$ cat src/rtl/mc14500b_sequencer.sv
// Program sequencer for the MC14500B ICU: fetches words from a synchronous ROM,
// strobes opcodes to the ICU and executes JMP/RTN/SKZ/NOPO/NOPF flow control itself.
module mc14500b_sequencer #(
   parameter int                ADDR_W        = 8,
   parameter logic [ADDR_W-1:0] START_ADDRESS = '0,
   parameter int                STACK_DEPTH   = 4,
   parameter bit                JMP_PUSH      = 1'b1,
   parameter bit                FLG0_HALT     = 1'b0,
   parameter bit                FLGF_LOOP     = 1'b1
) (
   input  logic              CLK,
   input  logic              RST,
   input  logic              RUN,
   output logic [ADDR_W-1:0] MEM_ADDR,
   input  logic [7:0]        MEM_DATA,
   input  logic              RR,
   output logic [3:0]        INSTR,
   output logic [3:0]        IO_ADDR,
   output logic              INSTR_VALID,
   output logic [ADDR_W-1:0] PC,
   output logic              HALTED,
   output logic              STACK_ERR
);

   localparam int SP_W = $clog2(STACK_DEPTH + 1);

   localparam logic [3:0] OP_NOPO = 4'h0;
   localparam logic [3:0] OP_JMP  = 4'hC;
   localparam logic [3:0] OP_RTN  = 4'hD;
   localparam logic [3:0] OP_SKZ  = 4'hE;
   localparam logic [3:0] OP_NOPF = 4'hF;

   localparam logic [ADDR_W-1:0] ONE     = ADDR_W'(1);
   localparam logic [ADDR_W-1:0] TWO     = ADDR_W'(2);
   localparam logic [SP_W-1:0]   SP_ONE  = SP_W'(1);
   localparam logic [SP_W-1:0]   SP_FULL = SP_W'(STACK_DEPTH);

   typedef enum logic [1:0] {
      S_FETCH,
      S_EXEC,
      S_JMP_TGT,
      S_HALT
   } state_t;

   state_t            state, state_d;
   logic [ADDR_W-1:0] pc, pc_d;
   logic [ADDR_W-1:0] mem_addr, mem_addr_d;
   logic [SP_W-1:0]   sp, sp_d;
   logic              skip_pending, skip_d;
   logic [3:0]        instr, instr_d;
   logic [3:0]        io_addr, io_d;
   logic              valid, valid_d;
   logic              stack_err, err_d;
   logic [3:0]        jmp_io, jmp_io_d;
   logic              push_en;
   logic [ADDR_W-1:0] push_val;

   logic [ADDR_W-1:0] stack [2**SP_W];

   logic [3:0]        opcode;
   logic [3:0]        operand;
   logic [ADDR_W-1:0] target;

   assign opcode  = MEM_DATA[7:4];
   assign operand = MEM_DATA[3:0];
   assign target  = ADDR_W'(MEM_DATA);

   // NOTE: every signal written here gets a default first so no path leaves it unassigned (no latches).
   always_comb begin
      state_d    = state;
      pc_d       = pc;
      mem_addr_d = mem_addr;
      sp_d       = sp;
      skip_d     = skip_pending;
      instr_d    = instr;
      io_d       = io_addr;
      valid_d    = 1'b0;
      err_d      = stack_err;
      jmp_io_d   = jmp_io;
      push_en    = 1'b0;
      push_val   = pc + TWO;

      unique case (state)
         S_FETCH: begin
            if (RUN) begin
               state_d    = S_EXEC;
               // Prefetch the next word so a JMP target is on MEM_DATA one cycle after EXEC.
               mem_addr_d = pc + ONE;
            end
         end

         S_EXEC: begin
            state_d = S_FETCH;
            if (skip_pending) begin
               skip_d = 1'b0;
               pc_d   = (opcode == OP_JMP) ? pc + TWO : pc + ONE;
            end else if (opcode == OP_JMP) begin
               state_d  = S_JMP_TGT;
               jmp_io_d = operand;
            end else begin
               valid_d = 1'b1;
               instr_d = opcode;
               io_d    = operand;
               pc_d    = pc + ONE;
               unique case (opcode)
                  OP_RTN: begin
                     if (sp != '0) begin
                        sp_d = sp - SP_ONE;
                        pc_d = stack[sp - SP_ONE];
                     end else begin
                        pc_d = START_ADDRESS;
                     end
                  end
                  OP_SKZ:  skip_d = ~RR;
                  OP_NOPO: begin
                     if (FLG0_HALT) begin
                        state_d = S_HALT;
                        pc_d    = pc;
                     end
                  end
                  OP_NOPF: if (FLGF_LOOP) pc_d = START_ADDRESS;
                  default: ;
               endcase
            end
            if (state_d != S_JMP_TGT) mem_addr_d = pc_d;
         end

         S_JMP_TGT: begin
            valid_d = 1'b1;
            instr_d = OP_JMP;
            io_d    = jmp_io;
            if (JMP_PUSH) begin
               if (sp != SP_FULL) begin
                  push_en = 1'b1;
                  sp_d    = sp + SP_ONE;
               end else begin
                  err_d = 1'b1;
               end
            end
            pc_d       = target;
            mem_addr_d = target;
            state_d    = S_FETCH;
         end

         S_HALT: ;

         default: state_d = S_FETCH;
      endcase
   end

   // NOTE: sequential state uses non-blocking assignments so all registers update from pre-edge values.
   always_ff @(posedge CLK or negedge RST) begin
      if (!RST) begin
         state        <= S_FETCH;
         pc           <= START_ADDRESS;
         mem_addr     <= START_ADDRESS;
         sp           <= '0;
         skip_pending <= 1'b0;
         instr        <= 4'h0;
         io_addr      <= 4'h0;
         valid        <= 1'b0;
         stack_err    <= 1'b0;
         jmp_io       <= 4'h0;
      end else begin
         state        <= state_d;
         pc           <= pc_d;
         mem_addr     <= mem_addr_d;
         sp           <= sp_d;
         skip_pending <= skip_d;
         instr        <= instr_d;
         io_addr      <= io_d;
         valid        <= valid_d;
         stack_err    <= err_d;
         jmp_io       <= jmp_io_d;
      end
   end

   // NOTE: stack storage is not reset; entries are only read below sp, which reset clears.
   always_ff @(posedge CLK) begin
      if (push_en) stack[sp] <= push_val;
   end

   assign MEM_ADDR    = mem_addr;
   assign INSTR       = instr;
   assign IO_ADDR     = io_addr;
   assign INSTR_VALID = valid;
   assign PC          = pc;
   assign HALTED      = (state == S_HALT);
   assign STACK_ERR   = stack_err;

endmodule

$ cat config.mk
export PLATFORM = sky130hd
export DESIGN_NAME = mc14500b_sequencer
export DESIGN_NICKNAME = d
export VERILOG_FILES = /design/src/rtl/mc14500b_sequencer.sv
export SDC_FILE = /design/constraint.sdc
export NUM_CORES = 1
export LEC_CHECK = 0
export CORE_UTILIZATION = 25
export DETAILED_ROUTE_END_ITERATION = 8
export DONT_BUFFER_PORTS = 1
export SYNTH_ARGS = -nofsm -noshare
export SYNTH_HDL_FRONTEND = slang
export SYNTH_SLANG_ARGS = --single-unit
$ cat constraint.sdc
create_clock -name CLK -period 3 [get_ports CLK]
set_input_delay 0.6 -clock CLK [delete_from_list [all_inputs] [get_ports CLK]]
set_output_delay 0.6 -clock CLK [all_outputs]
set_load 0.02 [all_outputs]
Yosys cells after proc, flatten, opt, wreduce, memory -nomap -nowiden
Memory sizes are Yosys's and may differ from the RTL's.
Cells that the tools add are included.
{ "totals": {"register_bits": 36, "mem_bits_rw": 64, "inputBits": 12, "out_inout_bits": 27, "word_cells": 80, "mem_count": 1} }
{ "classes": {"n_addsub": 4, "n_eq_ne": 16, "n_mux": 36, "n_bitwise": 3, "n_reduce_logical": 10} }
{ "mem_list": {"columns": ["memory", "depth", "word_bits", "read_ports", "rd_ports_with_merged_regs", "write_ports", "line_no", "rtl"], "rows": [
  ["stack", 8, 8, 1, 0, 1, "58", "logic [ADDR_W-1:0] stack [2**SP_W];"]
]} }
{ "ops": {"columns": ["operator", "n"], "rows": [
  ["$mux W8", 6],
  ["$pmux W8 S2", 2],
  ["$pmux W8 S3", 1],
  ["$eq A4 B4 Y1 const B", 4],
  ["$mux W4", 4],
  ["$pmux W4 S2", 2],
  ["$mux W3", 5],
  ["$ne A2 B2 Y1 const B", 7],
  ["$mux W1", 9],
  ["$reduce_and A3 Y1", 3],
  ["$add A8 B1 Y8 const B", 1],
  ["$add A8 B2 Y8 const B", 1],
  ["$mux W2", 4],
  ["$pmux W2 S3", 1],
  ["$pmux W3 S2", 1],
  ["$reduce_and A6 Y1", 1],
  ["$reduce_bool A3 Y1", 2],
  ["$eq A2 B2 Y1 const B", 2],
  ["$reduce_and A2 Y1", 2],
  ["$add A3 B1 Y3 const B", 1],
  ["$ne A3 B3 Y1 const B", 1],
  ["$not A1 Y1", 3],
  ["$sub A3 B1 Y3 const B", 1],
  ["$eq A2 B1 Y1 const B", 1],
  ["other kinds (4)", 4]
]} }

Depth between registers and ports, before layout
An unclocked memory read counts as a cell.
{ "depth": {"word_depth": 8, "mapped_depth": 11, "mapped_depth_nobuf": 8} }

Worst setup path before layout
No wires, ideal clock.
{ "synth_path": {"kind": "reg-to-reg", "from": "register sp[0]", "to": "register pc[1], in the netlist PC[1]", "setup_ps": 145, "arrival_time_ps": 2341, "required_ps": 2855, "slack_ps": 514, "path_stages_with_launch": 12, "path_buffers": 4, "synth_period_minus_slack_ps": 2486, "path_cell_list": "dfrtp_1 -> buf_4 -> buf_6 -> inv_1 -> ha_1 -> clkbuf_2 -> buf_2 -> mux4_2 -> mux2i_1 -> nor2_1 -> o41ai_2 -> o221ai_1"} }
{ "synth_via": {"elab_chain_cells": 7, "word_cells_on_any_way": 8, "classes_between": "add/sub (1); mux (5); reduce/logical (1); memory (1)"} }
{ "synth_rtl": {"columns": ["item", "line_no", "rtl"], "rows": [
  ["start: declaration", "48", "logic [SP_W-1:0] sp, sp_d;"],
  ["start signal: assignment", "168", "sp <= sp_d;"],
  ["$sub A3 B1 Y3", "109", "pc_d = stack[sp - SP_ONE];"],
  ["$mem_v2 Z8 W8", null, null],
  ["$mux W8 *", "107", "if (sp != '0) begin"],
  ["$pmux W8 S2 *", "105", "unique case (opcode)"],
  ["$mux W8 *", "97", "end else if (opcode == OP_JMP) begin"],
  ["$mux W8 *", "94", "if (skip_pending) begin"],
  ["$pmux W8 S2 *", "83", "unique case (state)"],
  ["end signal: assignment", "166", "pc <= pc_d;"],
  ["end: declaration", "46", "logic [ADDR_W-1:0] pc, pc_d;"]
]} }
Mark *: on every way between the ends. The rest lies on a longest branch, timed or not.
A chain may end at the register's enable or synchronous reset.

Worst setup path after layout
{ "layout_path": {"from": "register sp[1]", "to": "register pc[6], in the netlist PC[6]"} }
Same word-level chain as after synthesis.

==> results.cfg <==
[worst_setup_path]
critical_path.endpoint_type = flip-flop
worstPathRequired_ns = 3.21
crit_path_max_fanout = 10
critical_path.startpoint = sp[1]
regToRegStartpoint = sp[1]
critPathSlowestCell = ha_1
cp_slowest_stage_delay_ns = 0.56
arrival_ns = 2.75
crit_type = flip-flop to flip-flop
setup.worst_path.start_class = flip-flop
crit-reg2reg-capture = PC[6]
setup.worst_path.end = PC[6]
crit_chain = inv_1 > ha_1 > buf_4 > mux4_2 > mux2i_1 > nor2_1 > o22ai_1 > o221ai_1
internal_reg_to_reg_setup_slack_ns = 0.46
ff2ff_path_depth = 8

[clocking]
worst_skew_pair.late_latency_ns = 0.35
cts.reportedPaths.clkPinSlew_ns = 0.07
cts_buf_count = 9
ctsHtreeMaxLevel = 3
cts_tree = done
cts.sink_count = 100
post-cts-setup-buffers = 0
ctsRootBufferMaster = clkbuf_16
cts_max_path_buffers = 2

[placement]
dp_hpwl_um = 8019
place_congestion = 0.8438
post_dp_cell_area_mm2 = 0.005185
post-place-cells = 642
dp_slack_ns = 0.4758
number_of_i_o_port_buffers = 0

[floorplanning]
std_cell_rows = 50
die_area_mm2 = 0.01998
design.portCount = 39
die_height_um = 141.4
fp.dieW_um = 141.4
initial_utilization_pct = 25.70
core_area_mm2 = 0.01889

[layout]
num-nets-final = 415
diodes = 0
area_growth_pct = 13.22
layout.cell_area.non_filler_mm2 = 0.005497
final_cells = 659
drive_above_1_share_pct = 12.53
final_core_utilization_pct = 29.09
layout.cells.most_common_list = edfxtp_1 (64), nand2_1 (39), dfrtp_1 (36)
mostFrequentLayoutCell = edfxtp_1

[run]
max-cap-violations = 0

[grt]
grt_first_pass_wirelength_um = 18070
globalRoute.totalOverflow = 0
grtUsageTotal_pct = 12.13
grt_pass1_vias = 3156
antenna_found_initial = 0
pin_count_of_the_biggest_net_entering_global_routing = 37

[routing]
drt-vias-per-instance = 4.869
average_wire_per_standard_cell_um = 17.57
first_iter_violations = 242
vias = 3209
drt_drc_violations_left = 0
antenna_left = 0
drt_wl_total_um = 11580
first_pass_iters = 6

[synthesis]
sequential_fraction_of_the_synthesis_area_pct = 58.14
synth_flop_cell = edfxtp_1
ys_async_sr_fraction_pct = 36.00
synth.cell_area_mm2 = 0.004855
synth_fp_nets = 413
ys_ff_latch = 100
synth.avg_cell_area_um2 = 12.38
ys_warn_count = 0
synthesis.instances = 392
post_synth_num_cell_types = 51
synth-edff-count = 64

[timing]
fmaxAchievable_mhz = 393.5
fin_crit_sh_pct = 84.70
setup_tns_ns = 0
timing.final.ws_setup_ns = 0.4589
fin_skew_ns = 0.006662
final.min_clock_period_ns = 2.541
rsz0062_at_grt = no
fin_hold_ws_ns = 0.08479
final_hold_viols = 0
slew_violations = 0
max-slew-margin-rel_pct = 44.93
timing.final.setup_violations = 0
max_slew.worst_pin.slew_ns = 0.8260

[min_path]
worstHoldPathType = input port to asynchronous set/reset pin

[pwr]
power.static_leakage_nw = 1.926
power.total_mw = 5.745
power.density_cell_area_mw_per_mm2 = 1045
max-vdd-ir-drop_v = 0.0003392

[status]
outcome = finished, final reports clean
power breakdown:
part | switching, mW | internal [mW]
Sequential | 0.496 | 1.89
Combinational | 1.26 | 0.930
Clock | 0.519 | 0.651
Total | 2.28 | 3.47
state kept, by name, indices dropped and copies added (netlist names):
name,count
IO_ADDR,4
INSTR_VALID,1
MEM_ADDR,8
INSTR,4
STACK_ERR,1
PC,8
state,2
sp,3
stack,64
skip_pending,1
jmp_io,4
layout make-up:
type	count	area (um^2)
flip-flops and latches	100	2823
inverters	12	45.04
clock inverters	5	58.81
multi-input cells	256	1874
repair buffers	15	137.6
well taps	260	325.3
clock buffers	11	232.7
fillers	1931	13400
critical path, delay by kind of cell (launching register included):
| kind | cells | cell delay (ns) |
|---|---|---|
| adder cells (fa/ha/maj) | 1 | 0.56 |
| AO/OA/AOI/OAI | 2 | 0.37 |
| multiplexers | 2 | 0.52 |
| flip-flops | 1 | 0.49 |
| buffers and inverters | 2 | 0.40 |
| AND/OR/NAND/NOR | 1 | 0.07 |
cells in the mapped netlist, drive strengths merged, types with 9 or more instances:
library cell,instances,area share [%]
a21oi,13,1.5
buf,10,1.2
clkbuf,14,1.1
dfrtp,36,19
edfxtp,64,40
ha,9,2.3
inv,12,0.93
mux2i,15,3.1
mux4,16,7.4
nand2,39,3.0
nand3,16,1.6
nor2,32,2.5
nor3,10,1.0
o21ai,31,3.2
xnor2,12,2.2
worst min path at each step:
stage / start / end
6_report: RST / jmp_io[2]
5_1_grt: RST / INSTR[3]
4_1_cts: RST / IO_ADDR[2]
3_5_place_dp: RST / IO_ADDR[0]
3_3_place_gp: RST / IO_ADDR[0]
2_1_floorplan: RST / INSTR[0]
what timing repair did:
item / 4_1_cts / 5_1_grt
endpoints found under the hold margin: 36 / 0
gates resized for setup: 0 / 0
hold buffers: 1 / 0
cell families (layout without fill, tap and decap cells):
family	after synthesis	count (layout)	share of synthesized area (%)
AO/OA/AOI/OAI	78	78	10.36
XOR/XNOR	18	18	3.634
adder cells (fa/ha/maj)	9	9	2.320
buffers and inverters	36	43	3.247
flip-flops	100	100	58.14
multiplexers	34	34	11.21
AND/OR/NAND/NOR	117	117	11.08
per-layer routing:
layer  share of wire (%)  GRT usage [%]
met5                   0              0
met4                 1.7          4.920
met3                 7.2          3.206
met2                  48          20.01
met1                  43          15.07
Note: power is estimated with default switching activity, not from simulation.
